===== config.mk =====
export PLATFORM = sky130hd
export DESIGN_NAME = fnd_scan_monitor_flat
export DESIGN_NICKNAME = d
export VERILOG_FILES = /design/src/rtl/fnd_scan_monitor_if.sv /design/src/rtl/fnd_scan_monitor.sv /design/src/flat_wrapper.sv
export SDC_FILE = /design/constraint.sdc
export NUM_CORES = 1
export LEC_CHECK = 0
export CAP_MARGIN = 10
export CORE_ASPECT_RATIO = 2
export CORE_UTILIZATION = 50
export DETAILED_ROUTE_END_ITERATION = 8
export GPL_TIMING_DRIVEN = 0
export PLACE_DENSITY = 0.64
export SLEW_MARGIN = 15
export SYNTH_ARGS = -nofsm -noshare
export SYNTH_HDL_FRONTEND = slang
export SYNTH_SLANG_ARGS = --single-unit

===== constraint.sdc =====
create_clock -name clk -period 5.5 [get_ports clk]
set_input_delay 1.1 -clock clk [delete_from_list [all_inputs] [get_ports clk]]
set_output_delay 1.1 -clock clk [all_outputs]
set_load 0.005 [all_outputs]

===== src/rtl/fnd_scan_monitor_if.sv =====
// Scan-bus bundle between an FND display driver and fnd_scan_monitor.
// Define FND_MON_DP_EN to add the per-position decimal-point mask.
interface fnd_scan_monitor_if;
    logic [3:0]  fndCom;
    logic [7:0]  fndFont;
    logic [13:0] digit;
    logic        digit_valid;
    logic        frame_err;
`ifdef FND_MON_DP_EN
    logic [3:0]  dp_mask;
`endif

    modport master (
        output fndCom,
        output fndFont,
        input  digit,
        input  digit_valid,
`ifdef FND_MON_DP_EN
        input  dp_mask,
`endif
        input  frame_err
    );

    modport slave (
        input  fndCom,
        input  fndFont,
        output digit,
        output digit_valid,
`ifdef FND_MON_DP_EN
        output dp_mask,
`endif
        output frame_err
    );
endinterface


===== src/rtl/fnd_scan_monitor.sv =====
// Samples a multiplexed 7-segment scan bus and rebuilds the displayed 0..9999 value.
// Optional macro FND_MON_DP_EN adds dp_mask, the decimal points seen per position.
module fnd_scan_monitor #(
    parameter int STABLE_CYCLES  = 16,
    parameter int TIMEOUT_CYCLES = 400_000
) (
    input  logic               clk,
    input  logic               reset,
    fnd_scan_monitor_if.slave  bus
);

    localparam int STAB_W = $clog2(STABLE_CYCLES);
    localparam int TO_W   = $clog2(TIMEOUT_CYCLES);
    localparam logic [STAB_W-1:0] STAB_LAST = STAB_W'(STABLE_CYCLES - 1);
    localparam logic [STAB_W-1:0] STAB_PRE  = STAB_W'(STABLE_CYCLES - 2);
    localparam logic [TO_W-1:0]   TO_LAST   = TO_W'(TIMEOUT_CYCLES - 1);

    typedef enum logic [1:0] {IDLE, COLLECT, EMIT} state_t;

    // Returns {ok, value}; bit 7 (DP) is never part of the glyph.
    function automatic logic [4:0] seg_decode(input logic [6:0] seg);
        case (seg)
            7'h40: seg_decode = 5'h10;  7'h79: seg_decode = 5'h11;
            7'h24: seg_decode = 5'h12;  7'h30: seg_decode = 5'h13;
            7'h19: seg_decode = 5'h14;  7'h12: seg_decode = 5'h15;
            7'h02: seg_decode = 5'h16;  7'h78: seg_decode = 5'h17;
            7'h00: seg_decode = 5'h18;  7'h10: seg_decode = 5'h19;
            7'h08: seg_decode = 5'h1a;  7'h03: seg_decode = 5'h1b;
            7'h46: seg_decode = 5'h1c;  7'h21: seg_decode = 5'h1d;
            7'h06: seg_decode = 5'h1e;  7'h0e: seg_decode = 5'h1f;
            default: seg_decode = 5'h00;
        endcase
    endfunction

    logic [3:0]        com_s1, com_s2, com_prev;
    logic [7:0]        font_s1, font_s2, font_prev;
    logic [STAB_W-1:0] stab_q;
    logic [TO_W-1:0]   to_q, to_d;
    state_t            state_q, state_d;
    logic [3:0]        seen_q, seen_d;
    logic [3:0]        slot [4];
    logic              pos_vld, same, cap, seg_ok, wr_slot, emit_ok, err_d, all_dec;
    logic [1:0]        pos_idx;
    logic [3:0]        pos_oh, seg_val;
    logic [13:0]       digit_q, frame_value;
    logic              valid_q, err_q;

    // NOTE: sequential state uses non-blocking assignments so every flop samples pre-edge values.
    always_ff @(posedge clk or posedge reset) begin
        if (reset) begin
            com_s1    <= 4'hf;
            com_s2    <= 4'hf;
            com_prev  <= 4'hf;
            font_s1   <= 8'hff;
            font_s2   <= 8'hff;
            font_prev <= 8'hff;
        end else begin
            com_s1    <= bus.fndCom;
            com_s2    <= com_s1;
            com_prev  <= com_s2;
            font_s1   <= bus.fndFont;
            font_s2   <= font_s1;
            font_prev <= font_s2;
        end
    end

    // NOTE: every always_comb output gets a default first, so no path can infer a latch.
    always_comb begin
        pos_vld = 1'b1;
        pos_idx = 2'd0;
        case (com_s2)
            4'b1110: pos_idx = 2'd0;
            4'b1101: pos_idx = 2'd1;
            4'b1011: pos_idx = 2'd2;
            4'b0111: pos_idx = 2'd3;
            default: pos_vld = 1'b0;
        endcase
    end

    assign pos_oh = 4'b0001 << pos_idx;
    assign same   = (com_s2 == com_prev) && (font_s2 == font_prev);
    // Capture on the edge where the dwell counter reaches its final value.
    assign cap    = pos_vld && same && (stab_q == STAB_PRE);
    assign {seg_ok, seg_val} = seg_decode(font_s2[6:0]);

    always_ff @(posedge clk or posedge reset) begin
        if (reset)
            stab_q <= '0;
        else if (!same || !pos_vld)
            stab_q <= '0;
        else if (stab_q != STAB_LAST)
            stab_q <= stab_q + 1'b1;
    end

    assign all_dec = (slot[0] <= 4'd9) && (slot[1] <= 4'd9) &&
                     (slot[2] <= 4'd9) && (slot[3] <= 4'd9);
    assign frame_value = 14'(slot[3]) * 14'd1000 + 14'(slot[2]) * 14'd100 +
                         14'(slot[1]) * 14'd10   + 14'(slot[0]);

    always_ff @(posedge clk or posedge reset) begin
        if (reset) begin
            state_q <= IDLE;
            seen_q  <= '0;
            to_q    <= '0;
        end else begin
            state_q <= state_d;
            seen_q  <= seen_d;
            to_q    <= to_d;
        end
    end

    always_comb begin
        state_d = state_q;
        seen_d  = seen_q;
        to_d    = '0;
        wr_slot = 1'b0;
        emit_ok = 1'b0;
        err_d   = 1'b0;
        case (state_q)
            IDLE: begin
                if (cap && !seg_ok) begin
                    err_d  = 1'b1;
                    seen_d = '0;
                end else if (cap) begin
                    wr_slot = 1'b1;
                    seen_d  = pos_oh;
                    state_d = COLLECT;
                end
            end
            COLLECT: begin
                if (cap && !seg_ok) begin
                    err_d   = 1'b1;
                    seen_d  = '0;
                    state_d = IDLE;
                end else if (cap) begin
                    wr_slot = 1'b1;
                    seen_d  = seen_q | pos_oh;
                    if ((seen_q | pos_oh) == 4'hf)
                        state_d = EMIT;
                end else if (to_q == TO_LAST) begin
                    seen_d  = '0;
                    state_d = IDLE;
                end else begin
                    to_d = to_q + 1'b1;
                end
            end
            EMIT: begin
                emit_ok = all_dec;
                err_d   = !all_dec;
                seen_d  = '0;
                state_d = IDLE;
            end
            default: begin
                seen_d  = '0;
                state_d = IDLE;
            end
        endcase
    end

    // NOTE: the slot array is reset because a partial frame must never reuse stale digits.
    always_ff @(posedge clk or posedge reset) begin
        if (reset) begin
            for (int i = 0; i < 4; i++) slot[i] <= '0;
        end else if (wr_slot) begin
            slot[pos_idx] <= seg_val;
        end
    end

    always_ff @(posedge clk or posedge reset) begin
        if (reset) begin
            digit_q <= '0;
            valid_q <= 1'b0;
            err_q   <= 1'b0;
        end else begin
            valid_q <= emit_ok;
            err_q   <= err_d;
            if (emit_ok)
                digit_q <= frame_value;
        end
    end

    assign bus.digit       = digit_q;
    assign bus.digit_valid = valid_q;
    assign bus.frame_err   = err_q;

`ifdef FND_MON_DP_EN
    logic [3:0] dp_slot, dp_q;

    always_ff @(posedge clk or posedge reset) begin
        if (reset) begin
            dp_slot <= '0;
            dp_q    <= '0;
        end else begin
            if (wr_slot)
                dp_slot[pos_idx] <= ~font_s2[7];
            if (emit_ok)
                dp_q <= dp_slot;
        end
    end

    assign bus.dp_mask = dp_q;
`endif

endmodule


===== src/flat_wrapper.sv =====
// flat-port wrapper written by rule: the top's interface ports become plain ports
module fnd_scan_monitor_flat 
#(
    parameter int STABLE_CYCLES  = 16,
    parameter int TIMEOUT_CYCLES = 400_000
)
  (clk, reset, bus_fndCom, bus_fndFont, bus_digit, bus_digit_valid, bus_frame_err);
  fnd_scan_monitor_if bus_i ();
  input  logic clk;
  input  logic reset;
  input wire logic [$bits(bus_i.fndCom)-1:0] bus_fndCom;
  input wire logic [$bits(bus_i.fndFont)-1:0] bus_fndFont;
  output wire logic [$bits(bus_i.digit)-1:0] bus_digit;
  output wire logic [$bits(bus_i.digit_valid)-1:0] bus_digit_valid;
  output wire logic [$bits(bus_i.frame_err)-1:0] bus_frame_err;
  assign bus_i.fndCom = bus_fndCom;
  assign bus_i.fndFont = bus_fndFont;
  assign bus_digit = bus_i.digit;
  assign bus_digit_valid = bus_i.digit_valid;
  assign bus_frame_err = bus_i.frame_err;
  fnd_scan_monitor #(.STABLE_CYCLES(STABLE_CYCLES), .TIMEOUT_CYCLES(TIMEOUT_CYCLES)) u_core (.clk(clk), .reset(reset), .bus(bus_i));
endmodule

**Word-level counts from Yosys, hierarchy flattened**

Index checks and enable logic that the tools add are counted.

- Output and inout bits: 16
- Bits of input ports: 14
- Flip-flop bits (word level): 97

- Equality and inequality tests: 32
- Multipliers: 3
- Bitwise logic cells: 2
- Shifts and indexed selects: 1
- Multiplexer cells: 31
- Reductions and logical operators: 20
- Add/subtract/negate cells: 5
- Magnitude comparators: 6

Operators by type and width:

| kind | count |
|---|---|
| $pmux 5 s16 | 1 |
| $mux 19 | 4 |
| $mux 4 | 8 |
| $eq 7x7->1 const B | 4 |
| $eq 7x5->1 const B | 3 |
| $eq 7x6->1 const B | 3 |
| $eq 4x4->1 const B | 5 |
| $add 19x1->19 const B | 1 |
| $eq 19x19->1 const B | 1 |
| $bwmux 16 | 1 |
| $le 4x4->1 const B | 4 |
| $add 14x11->14 | 1 |
| $add 14x4->14 | 1 |
| $add 14x8->14 | 1 |
| $eq 7x2->1 const B | 2 |
| $eq 7x4->1 const B | 2 |
| $mux 2 | 6 |
| $mul 4x7->11 const B | 1 |
| $mul 4x5->9 const B | 1 |
| $demux 4 s2 | 1 |
| $eq 8x8->1 | 1 |
| $logic_and 1x1->1 | 8 |
| $ne 4x4->1 const B | 2 |
| $pmux 4 s2 | 1 |
| other kinds (29) | 37 |

**Longest topological paths before layout**

Gate-level depths: netlist of the first run.

- Depth in word-level cells: 9
- Mapped depth: 17

**Worst setup path before layout of the first run**

OpenSTA, ideal clock, no wires.

- Kind: register to register
- Start point: reg u_core.slot[2] (netlist bit)
- End point: reg u_core.digit_q[13] (netlist: u_core.bus.digit[13])
- Setup time: 134 ps
- Clock period less this slack: 4,308 ps
- Stages on the path, launching flop included: 18
- Arrival time: 4,174 ps
- Path slack: 1,192 ps
- Path through: dfrtp_1 > fa_1 > inv_1 > fa_1 > inv_1 > ha_1 > a21o_1 > a21oi_1 > xor2_1 > ha_1 > ha_1 > ha_1 > a21oi_1 > nand2_1 > o21ai_0 > o21ai_0 > xnor2_1 > o21ai_0

- Word-level cells in the longest chain between the ends: 4
- Elaborated cells on any way between the ends: 7
- Those cells by class: add/sub (3); mul (1); order compare (1); mux (1); reduce/logical (1)

RTL lines:

| what | RTL line | source |
|---|---|---|
| from (decl) | fnd_scan_monitor.sv:41 | `logic [3:0] slot [4];` |
| from (signal, indexed assignment) | fnd_scan_monitor.sv:165 | `slot[pos_idx] <= seg_val;` |
| $mul 4x7->11 | fnd_scan_monitor.sv:97 | `assign frame_value = 14'(slot[3]) * 14'd1000 + 14'(slot[2]) * 14'd100 +` |
| $add 14x11->14 | fnd_scan_monitor.sv:97 |  |
| $add 14x8->14 | fnd_scan_monitor.sv:97 |  |
| $add 14x4->14 | fnd_scan_monitor.sv:98 | `14'(slot[1]) * 14'd10 + 14'(slot[0]);` |
| to (signal assigned) | fnd_scan_monitor.sv:178 | `digit_q <= frame_value;` |
| to (decl) | fnd_scan_monitor.sv:45 | `logic [13:0] digit_q, frame_value;` |

Several ways; a longest one is shown, not always the timed one.
A chain may end at the register's enable or synchronous reset.

**Worst setup path in the final report of the first run**

Ends and elaborated chain as after synthesis.

==> impl_metrics.py, run 1 <==
metrics = {
    "status": {
        "status": "complete, no violations",
    },
    "sta": {
        "fin_tns_setup_ns": 0,
        "fmax_mhz": 202.8,
        "fin_skew_ns": 0.01034,
        "fin_crit_ns": 4.931,
        "drv_slew": 0,
        "fin_crit_sh_pct": 89.66,
        "worst_pin_slew_ns": 1.125,
        "setup_viol": 0,
        "hold_viol": 0,
        "grt_setup_unrepaired": "no",
        "hold_slack_ns": 0.3558,
        "slew_headroom_pct": 24.04,
    },
    "cts": {
        "cts_num_sinks": 97,
        "clk_path_buf_depth": 2,
        "clock-root-buffer": "clkbuf_16",
        "cts_tree": "done",
        "htreeDepth": 3,
        "hold_buffers": 0,
        "clk_pin_slew_ns": 0.07,
        "post_cts_buffers": 0,
        "cts_made_buffers": 9,
        "ctsResizeCount": 0,
        "clkLatencyLatePin_ns": 0.35,
    },
    "floorplanning": {
        "row_count": 55,
        "fp.coreArea_mm2": 0.01135,
        "die_area_mm2": 0.01224,
        "fp.dieH_um": 155.5,
        "initial_core_util_pct": 51.86,
        "top_level_ports": 30,
        "die_x_um": 78.74,
    },
    "place": {
        "gp_congestion": 0.8718,
        "place.port_buffers": 29,
        "placed_area_mm2": 0.006386,
        "dpl.hpwl_mm": 8.898,
    },
    "detailed_routing": {
        "viasPerCell": 5.453,
        "wl_per_cell_um": 15.25,
        "drcViolationCount": 0,
        "drtIter0Drc": 118,
        "finalWirelength_mm": 11.21,
        "ant_nets": 0,
        "route.vias.total": 4008,
        "firstDrtPassIters": 4,
    },
    "layout": {
        "syn_to_final_growth_pct": 13.81,
        "layout_common_cells": "61 x dfrtp_1, 60 x ha_1, 48 x inv_1",
        "fin_nets": 679,
        "design_area_mm2": 0.006701,
        "drive_above_1_share_pct": 14.50,
        "final_common_cell": "dfrtp_1",
        "diodes": 0,
    },
    "run": {
        "drv_cap": 0,
    },
    "grt": {
        "overflow": 0,
        "grt_pass1_wl_mm": 18.95,
        "grtUsageTotal_pct": 20.35,
        "grt_max_degree": 64,
        "grt_pass1_vias": 4158,
        "antenna_found_initial": 0,
    },
    "worst_setup_path": {
        "r2r-start": "u_core.slot[2]",
        "startpoint": "u_core.slot[2]",
        "path_cells": "fa_1, inv_1, fa_1, inv_1, ha_1, a21o_1, a21oi_1, xor2_1, ha_1, ha_1, ha_1, a21oi_1, nand2_1, o21ai_0, o21ai_0, xnor2_1, o21ai_0",
        "worstSetupStartpointType": "flop",
        "path_max_fanout": 8,
        "worstPathArrival_ns": 5.15,
        "critPathRequiredTime_ns": 5.72,
        "cp_slowest_cell": "fa_1",
        "cp_common_cell": "ha_1",
        "cpPeakStageDelay_ns": 0.62,
        "cp_top_family": "adder cells",
        "path_class": "reg -> reg",
        "critical_path.endpoint_type": "flop",
        "path_buf_inv": 2,
        "r2r_slack_ns": 0.57,
    },
    "power": {
        "p_clk_share_pct": 44.2,
        "leakagePower_nw": 3.234,
        "peakVddDrop_v": 0.0002046,
        "p_int_mw": 1.113,
        "p_per_area_mw_per_mm2": 217.5,
        "switchingPower_mw": 0.3445,
        "switching_share_pct": 23.64,
        "sequentialPowerShare_pct": 51.2,
        "combPwrFrac_pct": 4.6,
    },
    "logic_synthesis": {
        "synth_seq_cells": 97,
        "synth_edf_count": 0,
        "synth_area_per_cell_um2": 10.76,
        "synth_seq_area_share_pct": 41.99,
        "synthArstFlopShare_pct": 100.0,
        "synth_cell_type_count": 60,
        "ys.warnings.count": 0,
        "synth_area_mm2": 0.005888,
        "synth_ff_type": "dfrtp_1",
        "synthCells": 547,
        "syn-num-nets": 638,
    },
    "min_path": {
        "hold_path_class": "reg -> reg",
        "hold_path.startpoint": "u_core.com_s1[1]",
    },
}
==> sequential cells by signal (all words and copies together) (netlist names) <==
register	count
u_core.to_q	19
u_core.slot	16
u_core.bus.digit	14
u_core.font_prev	8
u_core.font_s1	8
u_core.font_s2	8
u_core.com_prev	4
u_core.com_s1	4
u_core.com_s2	4
u_core.seen_q	4
u_core.stab_q	4
u_core.state_q	2
u_core.bus.digit_valid	1
u_core.bus.frame_err	1
==> cells in the mapped netlist, drive strengths merged, types with 4 or more instances <==
master | count | area share, %
xor2 | 29 | 4.3
nor2 | 44 | 2.8
nand2b | 5 | 0.53
nor3b | 5 | 0.64
xnor2 | 20 | 3.0
buf | 12 | 1.6
nor4 | 7 | 0.74
clkbuf | 4 | 0.25
a21oi | 14 | 1.2
mux2 | 17 | 4.1
ha | 60 | 13
dfstp | 36 | 16
nand3 | 20 | 1.7
nor2b | 5 | 0.53
nand2 | 39 | 2.5
fa | 17 | 5.8
nand4 | 6 | 0.64
and3 | 9 | 0.96
nor3 | 10 | 0.93
o21bai | 5 | 0.64
dfrtp | 61 | 26
o21ai | 20 | 1.7
inv | 49 | 3.1
or4 | 5 | 0.83
==> cell type report <==
type                       instances  area (um2)
buffer                            16       108.9
clock buffer                      10       250.2
clock inverter                     6       65.06
fill                             947        4653
inverter                          49       186.4
multi-input combinational        385        3123
sequential                        97        2472
tap                              142       177.7
timing repair buffer              30       317.8
==> final timing paths <==
| kind | to | depth (start not counted) |
|---|---|---|
| max | u_core.bus.digit[13] | 17 |
| min | u_core.com_s2[1] | 0 |
| max reg2reg | u_core.bus.digit[13] | 17 |
| min reg2reg | u_core.com_s2[1] | 0 |
| max in group asynchronous | u_core.com_prev[1] | 3 |
| min in group asynchronous | u_core.slot[13] | 2 |
==> metal layers <==
layer / part of all wire [%] / track usage [%]
met1: 35 / 19.23
met2: 60 / 41.12
met3: 1.7 / 2.639
met4: 3.0 / 9.436
met5: 0 / 0
==> power groups by stage <==
stage,registers (mW),clock network (mW),logic (mW)
6_report,0.746,0.644,0.0669
3_3_place_gp,0.758,0,0.0633
3_5_place_dp,0.759,0,0.0678
4_1_cts,0.746,0.663,0.0679
2_1_floorplan,0.757,0,0.0427
5_1_grt,0.748,0.689,0.0741
==> cell families after synthesis <==
logic type | after synthesis | synth area share (%)
buffers and inverters | 65 | 4.972
muxes | 18 | 4.250
and+or+nand+nor | 171 | 15.09
adders and majority gates | 77 | 18.53
xor gates and xnor gates | 49 | 7.289
AOI/OAI and AO/OA | 70 | 7.884
DFF | 97 | 41.99
==> stage by stage <==
stage | total power [mW] | setup WS (ns) | cells | utilization (%)
after floorplan | 0.7994 | 1.192 | 547 | -
after global placement | 0.8215 | 0.5243 | 718 | 55.98
after detailed placement | 0.8272 | 0.5287 | 719 | 56.24
after CTS | 1.477 | 0.5104 | 735 | 59.02
after global routing | 1.511 | 0.3062 | 735 | 59.02
final | 1.457 | 0.5687 | 735 | 59.02
Note: power is estimated with default switching activity, not from simulation.
==> run 2, diff against run 1 <==
Settings changed: CORE_ASPECT_RATIO 2 to unset, CORE_MARGIN set to 5.
==> run 2 against run 1 <==
Non-clock buffer count unchanged. Clock-buffer cell count is 2 higher. Sequential power hardly changed. Critical path type unchanged. Largest power group unchanged.
==> impl_metrics.py, run 2 (same netlist as run 1, synthesis figures left out) <==
metrics = {
    "power": {
        "leakagePower_nw": 3.232,
        "fin_total_pwr_mw": 1.447,
        "peakVddDrop_v": 0.0001717,
        "p_per_area_mw_per_mm2": 216.1,
    },
    "detailed_routing": {
        "ant_nets": 0,
        "wl_per_cell_um": 14.63,
        "route.vias.total": 3913,
        "firstDrtPassIters": 4,
        "viasPerCell": 5.317,
        "drtIter0Drc": 193,
        "finalWirelength_mm": 10.77,
        "drcViolationCount": 0,
    },
    "floorplanning": {
        "top_level_ports": 30,
        "row_count": 39,
        "fp.coreArea_mm2": 0.01147,
        "die_x_um": 118.5,
        "initial_core_util_pct": 51.35,
        "die_area_mm2": 0.01405,
        "fp.dieH_um": 118.5,
    },
    "cts": {
        "cts_num_sinks": 97,
        "ctsResizeCount": 0,
        "post_cts_buffers": 0,
        "htreeDepth": 3,
        "clock-root-buffer": "clkbuf_16",
        "cts_tree": "done",
        "hold_buffers": 0,
        "clk_path_buf_depth": 2,
        "clk_pin_slew_ns": 0.07,
        "clkLatencyLatePin_ns": 0.34,
        "cts_made_buffers": 9,
    },
    "worst_setup_path": {
        "critPathRequiredTime_ns": 5.71,
        "path_buf_inv": 2,
        "rr_worst_depth": 17,
        "critical_path.endpoint_type": "flop",
        "worstSetupStartpointType": "flop",
        "path_cells": "fa_1, inv_1, fa_1, inv_1, ha_1, a21o_1, a21oi_1, xor2_1, ha_1, ha_1, ha_1, a21oi_1, nand2_1, o21ai_0, o21ai_0, xnor2_1, o21ai_0",
        "critical_path_depth": 17,
        "worstPathArrival_ns": 5.04,
        "cp_slowest_cell": "fa_1",
        "cpPeakStageDelay_ns": 0.62,
        "path_class": "reg -> reg",
        "cp_top_family": "adder cells",
        "cp_common_cell": "ha_1",
        "path_max_fanout": 8,
    },
    "sta": {
        "fin_ws_ns": 0.6719,
        "fin_crit_sh_pct": 87.78,
        "setup_viol": 0,
        "fin_crit_ns": 4.828,
        "fin_tns_setup_ns": 0,
        "fin_skew_ns": 0.008773,
        "grt_setup_unrepaired": "no",
        "drv_slew": 0,
        "slew_headroom_pct": 42.82,
        "worst_pin_slew_ns": 0.8467,
        "hold_slack_ns": 0.3507,
        "fmax_mhz": 207.1,
        "hold_viol": 0,
    },
    "grt": {
        "grt_pass1_vias": 4015,
        "antenna_found_initial": 0,
        "grt_max_degree": 51,
        "grt_pass1_wl_mm": 18.49,
        "overflow": 0,
        "grtUsageTotal_pct": 16.03,
    },
    "layout": {
        "top_register": "u_core.to_q",
        "largest_register_ffs": 19,
        "diodes": 0,
        "nFillCells": 968,
        "fin_nets": 679,
        "final_common_cell": "dfrtp_1",
        "drive_above_1_share_pct": 14.50,
        "regArea_mm2": 0.002472,
        "multi_input_area_mm2": 0.003123,
        "layout_common_cells": "61 x dfrtp_1, 60 x ha_1, 48 x inv_1",
        "syn_to_final_growth_pct": 13.71,
    },
    "place": {
        "dpl.hpwl_mm": 8.049,
        "place.port_buffers": 29,
        "place_ws_ns": 0.6808,
        "gp_congestion": 0.8513,
    },
    "min_path": {
        "hold_path_class": "reg -> reg",
        "holdPathStages": 0,
    },
    "status": {
        "status": "complete, no violations",
    },
    "run": {
        "drv_cap": 0,
    },
}
==> run 2: changes by cell type in the layout (fill, tap and decap cells not counted) <==
cell	change
clkbuf_8	+2
clkinv_8	-1
inv_4	+1
inv_6	+1
inv_8	-3
==> run 2: worst paths after layout <==
kind	start	endpoint	slack, ns
max	u_core.slot[2]	u_core.bus.digit[13]	0.67
max reg2reg	u_core.slot[2]	u_core.bus.digit[13]	0.67
max in group asynchronous	reset	u_core.font_s1[1]	3.58
min in group asynchronous	reset	u_core.to_q[16]	1.21
min	u_core.font_s1[4]	u_core.font_s2[4]	0.35
min reg2reg	u_core.font_s1[4]	u_core.font_s2[4]	0.35
==> run 2: cell type report <==
cell class / count / share of cell area, %
Multi-Input combinational cell: 385 / 46.65
Sequential cell: 97 / 36.93
Timing Repair Buffer: 30 / 4.747
Clock buffer: 12 / 4.149
Inverter: 49 / 2.785
Tap cell: 143 / 2.672
Buffer: 16 / 1.626
Clock inverter: 4 / 0.4485
==> run 2: through the flow <==
stage	utilization, %	area, um2	cells
floorplan	-	5888	547
global placement	55.44	6357	719
detailed placement	55.70	6387	720
CTS	58.39	6695	736
global route	58.39	6695	736
finish	58.39	6695	736
==> run 2: metal layers <==
metal	wire (um)	share of wire (%)	track usage, %	vias to the layer above
met1	4747	44	19.41	1905
met2	5581	52	28.57	41
li1	-	-	-	1957
met4	136	1.3	5.174	0
met3	306	2.8	3.200	10
met5	0	0	0	-
==> run 2: where the power goes <==
| group | switching, mW | total (mW) | internal, mW |
|---|---|---|---|
| clock | 0.272 | 0.634 | 0.362 |
| sequential | 0.00904 | 0.747 | 0.738 |
| combinational | 0.0393 | 0.0662 | 0.0269 |
==> run 3, diff against run 2 <==
Settings changed: CORE_MARGIN 5 to 2, REMOVE_ABC_BUFFERS set to 1.
==> run 3 against run 2 <==
Register-to-register slack better by 0.03 ns. Design area is 2.0% lower. Via count is 1.7% lower. First-iteration DRC count is 18% lower. Total power is 1.7% lower. Critical path type unchanged. Critical endpoint unchanged. Largest cell class unchanged. Largest power group unchanged.
==> impl_metrics.py, run 3 (same netlist as run 1, synthesis figures left out) <==
metrics = {
    "layout": {
        "syn_to_final_growth_pct": 11.43,
        "top_register": "u_core.to_q",
        "fin_nets": 663,
        "final_util_pct": 57.22,
        "layout_common_cells": "61 x dfrtp_1, 60 x ha_1, 48 x inv_1",
        "drive_above_1_share_pct": 12.48,
        "layout.cells.non_filler": 720,
        "diodes": 0,
        "final_common_cell": "dfrtp_1",
        "largest_register_ffs": 19,
    },
    "min_path": {
        "hold_path_class": "reg -> reg",
    },
    "sta": {
        "hold_viol": 0,
        "setup_viol": 0,
        "drv_slew": 0,
        "fin_tns_setup_ns": 0,
        "fmax_mhz": 208.6,
        "fin_skew_ns": 0.008470,
        "slew_headroom_pct": 40.40,
        "fin_crit_sh_pct": 87.18,
        "worst_pin_slew_ns": 0.8915,
        "grt_setup_unrepaired": "no",
        "fin_crit_ns": 4.795,
    },
    "worst_setup_path": {
        "r2r-start": "u_core.slot[2]",
        "rr_worst_depth": 17,
        "critPathRequiredTime_ns": 5.69,
        "path_buf_inv": 2,
        "r2r_slack_ns": 0.71,
        "worstPathArrival_ns": 4.98,
        "cp_top_family": "adder cells",
        "path_class": "reg -> reg",
        "worstSetupStartpointType": "flop",
        "timing.rr.end": "u_core.bus.digit[13]",
        "cp_slowest_cell": "fa_1",
        "critical_path_depth": 17,
        "path_cells": "fa_1, inv_1, fa_1, inv_1, ha_1, a21o_1, a21oi_1, xor2_1, ha_1, ha_1, ha_1, a21oi_1, nand2_1, o21ai_0, o21ai_0, xnor2_1, o21ai_0",
        "critical_path.endpoint_type": "flop",
        "startpoint": "u_core.slot[2]",
        "cp_common_cell": "ha_1",
        "endpoint": "u_core.bus.digit[13]",
        "path_max_fanout": 8,
        "cpPeakStageDelay_ns": 0.62,
    },
    "power": {
        "p_clk_share_pct": 43.3,
        "switching_share_pct": 22.68,
        "peakVddDrop_v": 0.0001672,
        "sequentialPowerShare_pct": 53.0,
        "combPwrFrac_pct": 3.7,
        "leakagePower_nw": 3.156,
        "switchingPower_mw": 0.3225,
        "p_per_area_mw_per_mm2": 216.7,
        "p_int_mw": 1.100,
    },
    "floorplanning": {
        "die_area_mm2": 0.01266,
        "die_x_um": 112.5,
        "fp.coreArea_mm2": 0.01147,
        "row_count": 39,
        "fp.dieH_um": 112.5,
        "initial_core_util_pct": 51.35,
        "top_level_ports": 30,
    },
    "detailed_routing": {
        "finalWirelength_mm": 10.11,
        "viasPerCell": 5.344,
        "route.vias.total": 3848,
        "firstDrtPassIters": 4,
        "drcViolationCount": 0,
        "wl_per_cell_um": 14.03,
        "drtIter0Drc": 158,
        "ant_nets": 0,
    },
    "cts": {
        "clk_path_buf_depth": 2,
        "cts_tree": "done",
        "cts_num_sinks": 97,
        "clk_pin_slew_ns": 0.07,
        "post_cts_buffers": 0,
        "clkLatencyLatePin_ns": 0.35,
        "hold_buffers": 0,
        "clock-root-buffer": "clkbuf_16",
        "cts_made_buffers": 9,
        "ctsResizeCount": 0,
        "htreeDepth": 3,
    },
    "grt": {
        "grt_max_degree": 63,
        "grt_pass1_wl_mm": 17.80,
        "grt_pass1_vias": 3786,
        "grtUsageTotal_pct": 17.50,
        "overflow": 0,
        "antenna_found_initial": 0,
    },
    "run": {
        "drv_cap": 0,
    },
    "place": {
        "gp_congestion": 0.8022,
        "dp.cells": 704,
        "dpl.hpwl_mm": 7.458,
        "place.port_buffers": 29,
    },
    "status": {
        "status": "complete, no violations",
    },
}
run 3: cell types whose count changed in the layout (fill, tap and decap cells not counted):
cell      before  now
buf_2          6    0
buf_6          5    0
clkbuf_1       4    2
clkbuf_8       2    0
buf_12         0    1
buf_16         1    0
buf_4          1    0
inv_4          3    2
inv_6          1    2
run 3: worst min-delay path by stage:
stage / startpoint / slack (ns) / depth (start not counted) / to
CTS: u_core.font_s1[1] / 0.35 / 0 / u_core.font_s2[1]
detailed placement: u_core.com_s1[0] / 0.35 / 0 / u_core.com_s2[0]
finish: u_core.font_s1[1] / 0.35 / 0 / u_core.font_s2[1]
global route: u_core.font_s1[1] / 0.36 / 0 / u_core.font_s2[1]
global placement: u_core.com_s1[1] / 0.35 / 0 / u_core.com_s2[1]
floorplan: u_core.com_s1[0] / 0.35 / 0 / u_core.com_s2[0]
run 3: power by group through the flow:
stage               logic, mW  registers (mW)  clock network (mW)
floorplan              0.0334           0.762                   0
CTS                    0.0543           0.753               0.637
finish                 0.0526           0.754               0.616
global placement       0.0503           0.765                   0
detailed placement     0.0542           0.766                   0
global route           0.0596           0.756               0.664
run 3: per-layer routing:
metal / up-vias / global-route usage, % / wire length, um
li1: 1932 / - / -
met1: 1848 / 22.24 / 4754
met2: 55 / 29.52 / 4918
met3: 13 / 2.754 / 227
met4: 0 / 8.049 / 204
met5: - / 0 / 0
run 3: through the flow:
stage / area, um2 / hold WS [ns] / setup slack (ns) / total power, mW
finish: 6561 / 0.3492 / 0.7051 / 1.422
global route: 6561 / 0.3566 / 0.3678 / 1.480
CTS: 6561 / 0.3525 / 0.7040 / 1.444
detailed placement: 6271 / 0.3468 / 0.7373 / 0.8203
global placement: 6248 / 0.3454 / 0.5053 / 0.8157
floorplan: 5779 / 0.3452 / 1.174 / 0.7955
run 3: cell type report:
cell class	count	area (um2)
multi-input cells	385	3123
inverters	49	186.4
repair buffers	30	310.3
flip-flops and latches	97	2472
well taps	143	178.9
clock inverters	4	32.53
clock buffers	12	257.7
fillers	964	4906
